==> config.mk <==
export PLATFORM = sky130hd
export DESIGN_NAME = sw_debounce
export DESIGN_NICKNAME = d
export VERILOG_FILES = /design/src/rtl/sw_debounce.sv
export SDC_FILE = /design/constraint.sdc
export NUM_CORES = 1
export LEC_CHECK = 0
export CAP_MARGIN = 5
export CORE_MARGIN = 5
export CORE_UTILIZATION = 55
export CTS_BUF_LIST = sky130_fd_sc_hd__clkbuf_16
export CTS_CLUSTER_SIZE = 20
export DETAILED_ROUTE_END_ITERATION = 8
export DONT_BUFFER_PORTS = 1
export PLACE_DENSITY = 0.7
export SYNTH_ARGS = -nofsm -noshare
export SYNTH_HDL_FRONTEND = slang
export SYNTH_SLANG_ARGS = --single-unit
==> constraint.sdc <==
create_clock -name clock -period 1.3 [get_ports clock]
set_input_delay 0.065 -clock clock [delete_from_list [all_inputs] [get_ports clock]]
set_output_delay 0.065 -clock clock [all_outputs]
set_load 0.01 [all_outputs]
==> src/rtl/sw_debounce.sv <==
// Four-channel switch conditioner: two-flop synchroniser, per-channel
// stability counter and registered rise/fall pulses.
//
// Per-channel state (derived from the registers, not stored separately):
//   state     | meaning
//   ----------+----------------------------------------------------------
//   STABLE    | synchronised input equals debounced level, counter idle
//   COUNTING  | synchronised input differs from level, counting agreement
module sw_debounce #(
  parameter int DEBOUNCE_CYCLES = 16,
  parameter int CNT_W           = 5
) (
  input  logic       clock,
  input  logic       reset_n,
  input  logic [3:0] sw_raw,
  output logic [3:0] sw_level,
  output logic [3:0] sw_rise,
  output logic [3:0] sw_fall
);

  typedef enum logic {
    ST_STABLE   = 1'b0,
    ST_COUNTING = 1'b1
  } ch_state_t;

  localparam logic [CNT_W-1:0] CNT_LAST = CNT_W'(DEBOUNCE_CYCLES - 1);
  localparam logic [CNT_W-1:0] CNT_ONE  = CNT_W'(1);
  localparam logic [CNT_W-1:0] CNT_ZERO = '0;

  logic [3:0]       s1, s2;
  logic [3:0]       db, db_nxt;
  logic [3:0]       rise, rise_nxt;
  logic [3:0]       fall, fall_nxt;
  logic [CNT_W-1:0] cnt     [4];
  logic [CNT_W-1:0] cnt_nxt [4];
  ch_state_t        state   [4];

  // Classify each channel and compute its next counter, level and pulses.
  always_comb begin
    db_nxt   = db;
    rise_nxt = 4'b0000;
    fall_nxt = 4'b0000;
    for (int i = 0; i < 4; i++) begin
      cnt_nxt[i] = cnt[i];
      state[i]   = (s2[i] != db[i]) ? ST_COUNTING : ST_STABLE;
      case (state[i])
        ST_STABLE: begin
          cnt_nxt[i] = CNT_ZERO;
        end
        ST_COUNTING: begin
          if (cnt[i] == CNT_LAST) begin
            // Commit: the level follows s2 and exactly one pulse fires.
            db_nxt[i]   = s2[i];
            cnt_nxt[i]  = CNT_ZERO;
            rise_nxt[i] = s2[i];
            fall_nxt[i] = ~s2[i];
          end else begin
            cnt_nxt[i] = cnt[i] + CNT_ONE;
          end
        end
        default: begin
          cnt_nxt[i] = CNT_ZERO;
        end
      endcase
    end
  end

  // Synchroniser and per-channel state registers; reset clears everything.
  always_ff @(posedge clock or negedge reset_n) begin
    if (!reset_n) begin
      s1   <= 4'b0000;
      s2   <= 4'b0000;
      db   <= 4'b0000;
      rise <= 4'b0000;
      fall <= 4'b0000;
      for (int i = 0; i < 4; i++) begin
        cnt[i] <= CNT_ZERO;
      end
    end else begin
      s1   <= sw_raw;
      s2   <= s1;
      db   <= db_nxt;
      rise <= rise_nxt;
      fall <= fall_nxt;
      for (int i = 0; i < 4; i++) begin
        cnt[i] <= cnt_nxt[i];
      end
    end
  end

  assign sw_level = db;
  assign sw_rise  = rise;
  assign sw_fall  = fall;

endmodule

After elaboration in Yosys (flattened, before gate mapping):

Index checks and enable logic that the tools add are counted.

* bits in registers: 40
* input bits: 6
* output and inout bits: 12
* logic and storage cells: 64

* mux-type cells: 28
* add/sub/neg operators: 4
* equality and inequality tests: 8
* reductions and logical operators: 4
* bitwise logic cells: 8

Operators with widths (number)
* $pmux W5 S2: 4
* $add A5 B1 Y5 const B: 4
* $eq A5 B4 Y1 const B: 4
* $mux W1: 20
* $mux W5: 4
* $not A1 Y1: 8
* $reduce_and A2 Y1: 4
* $ne A1 B1 Y1: 4

Depth between registers and ports, before layout:

* depth after elaboration: 4
* depth in mapped cells: 4
* depth with buffers taken out: 4

Worst setup path before layout:

OpenSTA, ideal clock, no wires.

* kind: register to register
* from: reg cnt[5] in the netlist's numbering
* to: reg db[2], in the netlist sw_level[2]
* library setup time: 125 ps
* period minus slack after synthesis: 1157 ps
* data required time: 1175 ps
* setup slack: 143 ps
* cell stages (with the launch flop): 4
* data arrival time: 1032 ps
* path buffers: 0
* cell sequence: dfrtp_1 > ha_1 > nand4b_4 > mux2_4

* cells in the longest elaborated chain, start to end: 2

RTL lines
* start, declared: line 34 `logic [CNT_W-1:0] cnt [4];`
* start signal, assigned by index: line 86 `cnt[i] <= cnt_nxt[i];`
* $eq A5 B4 Y1: line 51 `if (cnt[i] == CNT_LAST) begin`
* $reduce_and A2 Y1 (no line)
* end signal, assigned: line 82 `db <= db_nxt;`
* end, declared: line 31 `logic [3:0] db, db_nxt;`

Every way passes these cells.
A chain may end at the register's enable or synchronous reset.

Worst setup path in the final report:

* from: reg cnt[10] in the netlist's numbering
* to: reg db[1], in the netlist sw_level[1]

The elaborated chain is that of the path after synthesis.

==> impl_metrics.tcl <==
set metrics [dict create \
    critPathMaxFanout 4 \
    ctsHtreeMaxLevel 2 \
    num_rows 19 \
    run_status "finished, final reports clean" \
    met3_length_um 129 \
    synth_top_family_by_area "simple AND/OR/NAND/NOR gates" \
    syn_nets 114 \
    clock.fmax_mhz 813.5 \
    syn_area_sq_um 1510 \
    hold_viol 0 \
    hp-class "in -> async" \
    final_util_pct 66.46 \
    fin_worst_skew_ns 0.003551 \
    cp_data_required_time_ns 1.46 \
    timing.setup.tns_ns 0 \
    fp.dieW_um 62.40 \
    synth_compound_area_share_pct 1.657 \
    vias 786 \
    cts_buffers 5 \
    r2r_cells 3 \
    cts_tree "done" \
    yosys.area_share.xor_xnor_pct 6.959 \
    power_switching_w 0.0005289 \
    cts_sinks 40 \
    path_delay_family "flip-flops" \
    cp_cell_sequence "ha_1 -> nand4b_2 -> mux2_4" \
    min_period_ns 1.229 \
    root_buffer "clkbuf_16" \
    coreArea_sq_um 2686 \
    antenna_found_initial 0 \
    power.density_nw_per_um2 1546 \
    overflow 0 \
    dr_wl_met2_um 1010 \
    dieHeight_um 62.40 \
    tightest_slew_ns 0.3035 \
    leakage_nw 0.9960 \
    slew_viol_final 0 \
    slowest_stage "dfrtp_1" \
    synth_cell_types 14 \
    r2r_slack_ns 0.07 \
    wl_um 2020 \
    avgSynthCellArea_sq_um 14.52 \
    setup_viol_count_final 0 \
    grt_pass1_wl_um 3926 \
    post_cts_buffers 0 \
    synthSimpleGateAreaFrac_pct 17.81 \
    initial_core_util_pct 56.22 \
    highest_layer "met3" \
    synthCells 104 \
    antenna_left 0 \
    vias_per_cell 5.275 \
    syn_to_final_growth_pct 18.23 \
    grt_max_degree 41 \
    path_class "reg -> reg" \
    synth_fa_ha_area_share_pct 3.314 \
    synth_seq_area_share_pct 66.28 \
    drive_gt1_share_pct 15.25 \
    endpoint_kind "flop" \
    rsz0062_at_grt "no" \
    place_hpwl_um 1381 \
    final_common_cell "dfrtp_1" \
    reg2reg_from "cnt[10]$_DFF_PN0_" \
    dr.pass1.iters 5 \
    clk_latency_ns 0.27 \
    fin_crit_sh_pct 94.56 \
    synth_seq_cells 40 \
    met1_length_um 880 \
    die_area_sq_um 3894 \
    n_antenna_cell 0 \
    p_seq_share_pct 48.0 \
    max-slew-margin-rel_pct 79.70 \
    numPortBuffers 0 \
    max-clock-path-buffers 2 \
    track_usage_pct 12.76 \
    cp_num_buf_inv 0 \
    final_cell_mix "dfrtp_1 (40), xor2_1 (12), nand2_1 (8), nor2_1 (8), nor3b_1 (8)" \
    drtIter0Drc 21 \
    startpoint_type "flop" \
    cap_violations 0 \
    num_io_pins 18 \
    clockPowerShare_pct 48.2 \
    wl_per_cell_um 13.56 \
    crit_arrival_ns 1.39 \
    r2r_end "sw_level[1]$_DFFE_PN0P_" \
    slowest_delay_ns 0.37 \
    power_w 0.002761 \
    place.gp.congestion 0.7243 \
    switching_share_pct 19.16 \
    p_comb_share_pct 3.8 \
    p_int_w 0.002232 \
    nets 127 \
    muxShareOfSynthArea_pct 3.977 \
    max-vdd-ir-drop_mv 1.237 \
    ys.warnings.count 0 \
    grt_pass1_vias 894 \
    clk_pin_slew_ns 0.06 \
    drc_errors 0 \
]
==> sequential cells by signal, indices dropped and copies added (netlist names) <==
register and count:
cnt 20, s1 4, sw_rise 4, sw_fall 4
s2 4, sw_level 4
==> metal layers <==
layer / global-route usage, % / up-vias
met5: 0 / -
met1: 14.66 / 390
li1: - / 379
met3: 5.935 / 0
met4: 6.366 / 0
met2: 19.95 / 17
==> stage by stage <==
stage | instances | setup WS (ns) | hold WS (ns) | area [sq um]
2_1_floorplan | 104 | 0.1427 | -0.2306 | 1510
3_3_place_gp | 135 | 0.1105 | -0.2297 | 1549
3_5_place_dp | 135 | 0.07822 | -0.2297 | 1549
4_1_cts | 149 | 0.07236 | 0.2394 | 1783
5_1_grt | 149 | 0.009753 | 0.2615 | 1785
6_report | 149 | 0.07075 | 0.2372 | 1785
==> power by group through the flow <==
stage / clock (W) / sequential, W / combinational (W)
floorplan: 0 / 0.00134 / 0.0000545
global placement: 0 / 0.00134 / 0.0000624
detailed placement: 0 / 0.00135 / 0.0000657
CTS: 0.00137 / 0.00133 / 0.000109
global route: 0.00144 / 0.00133 / 0.000125
finish: 0.00133 / 0.00133 / 0.000105
==> how the worst max path moves through the flow <==
stage | depth (start not counted) | endpoint | from | slack [ns]
CTS | 3 | sw_level[1]$_DFFE_PN0P_ | cnt[10]$_DFF_PN0_ | 0.07
floorplan | 3 | sw_level[2]$_DFFE_PN0P_ | cnt[5]$_DFF_PN0_ | 0.14
finish | 3 | sw_level[1]$_DFFE_PN0P_ | cnt[10]$_DFF_PN0_ | 0.07
global route | 3 | sw_level[1]$_DFFE_PN0P_ | cnt[10]$_DFF_PN0_ | 0.01
global placement | 3 | sw_level[2]$_DFFE_PN0P_ | cnt[5]$_DFF_PN0_ | 0.11
detailed placement | 3 | sw_level[1]$_DFFE_PN0P_ | cnt[10]$_DFF_PN0_ | 0.08
==> repair_timing <==
action                     4_1_cts  5_1_grt
hold endpoints to repair        44        0
resized for setup                0        1
hold buffers                     6        0
setup endpoints to repair        0        1
==> logic make-up (layout without fill, tap and decap cells) <==
kind of cell    after synthesis  in the layout
simple gates                 40             40
mux                           4              4
flops                        40             40
xor+xnor                     12             12
compound gates                4              4
buf+inv                       0             14
fa+ha+maj                     4              4
==> cell usage after synthesis <==
| cell type | n | area, sq um |
|---|---|---|
| nand4b_2 | 2 | 30.03 |
| ha_1 | 4 | 50.05 |
| nand2_1 | 8 | 30.03 |
| nand3_1 | 4 | 20.02 |
| and3_1 | 1 | 6.260 |
| and2_1 | 6 | 37.54 |
| nand4b_4 | 2 | 47.55 |
| dfrtp_1 | 40 | 1001 |
| nor3b_1 | 8 | 60.06 |
| xor2_1 | 12 | 105.1 |
| nor2_1 | 8 | 30.03 |
| a31oi_1 | 4 | 25.02 |
| and3_2 | 1 | 7.510 |
| mux2_4 | 4 | 60.06 |
==> final cells by class <==
type                       instances  area, sq um
timing repair buffer               6        70.07
fill                             194        900.9
sequential                        40         1001
multi-input combinational         64        511.7
clock buffer                       5        125.1
tap                               31        38.79
clock inverter                     3        38.79
Power figures use the tool's default switching activity.
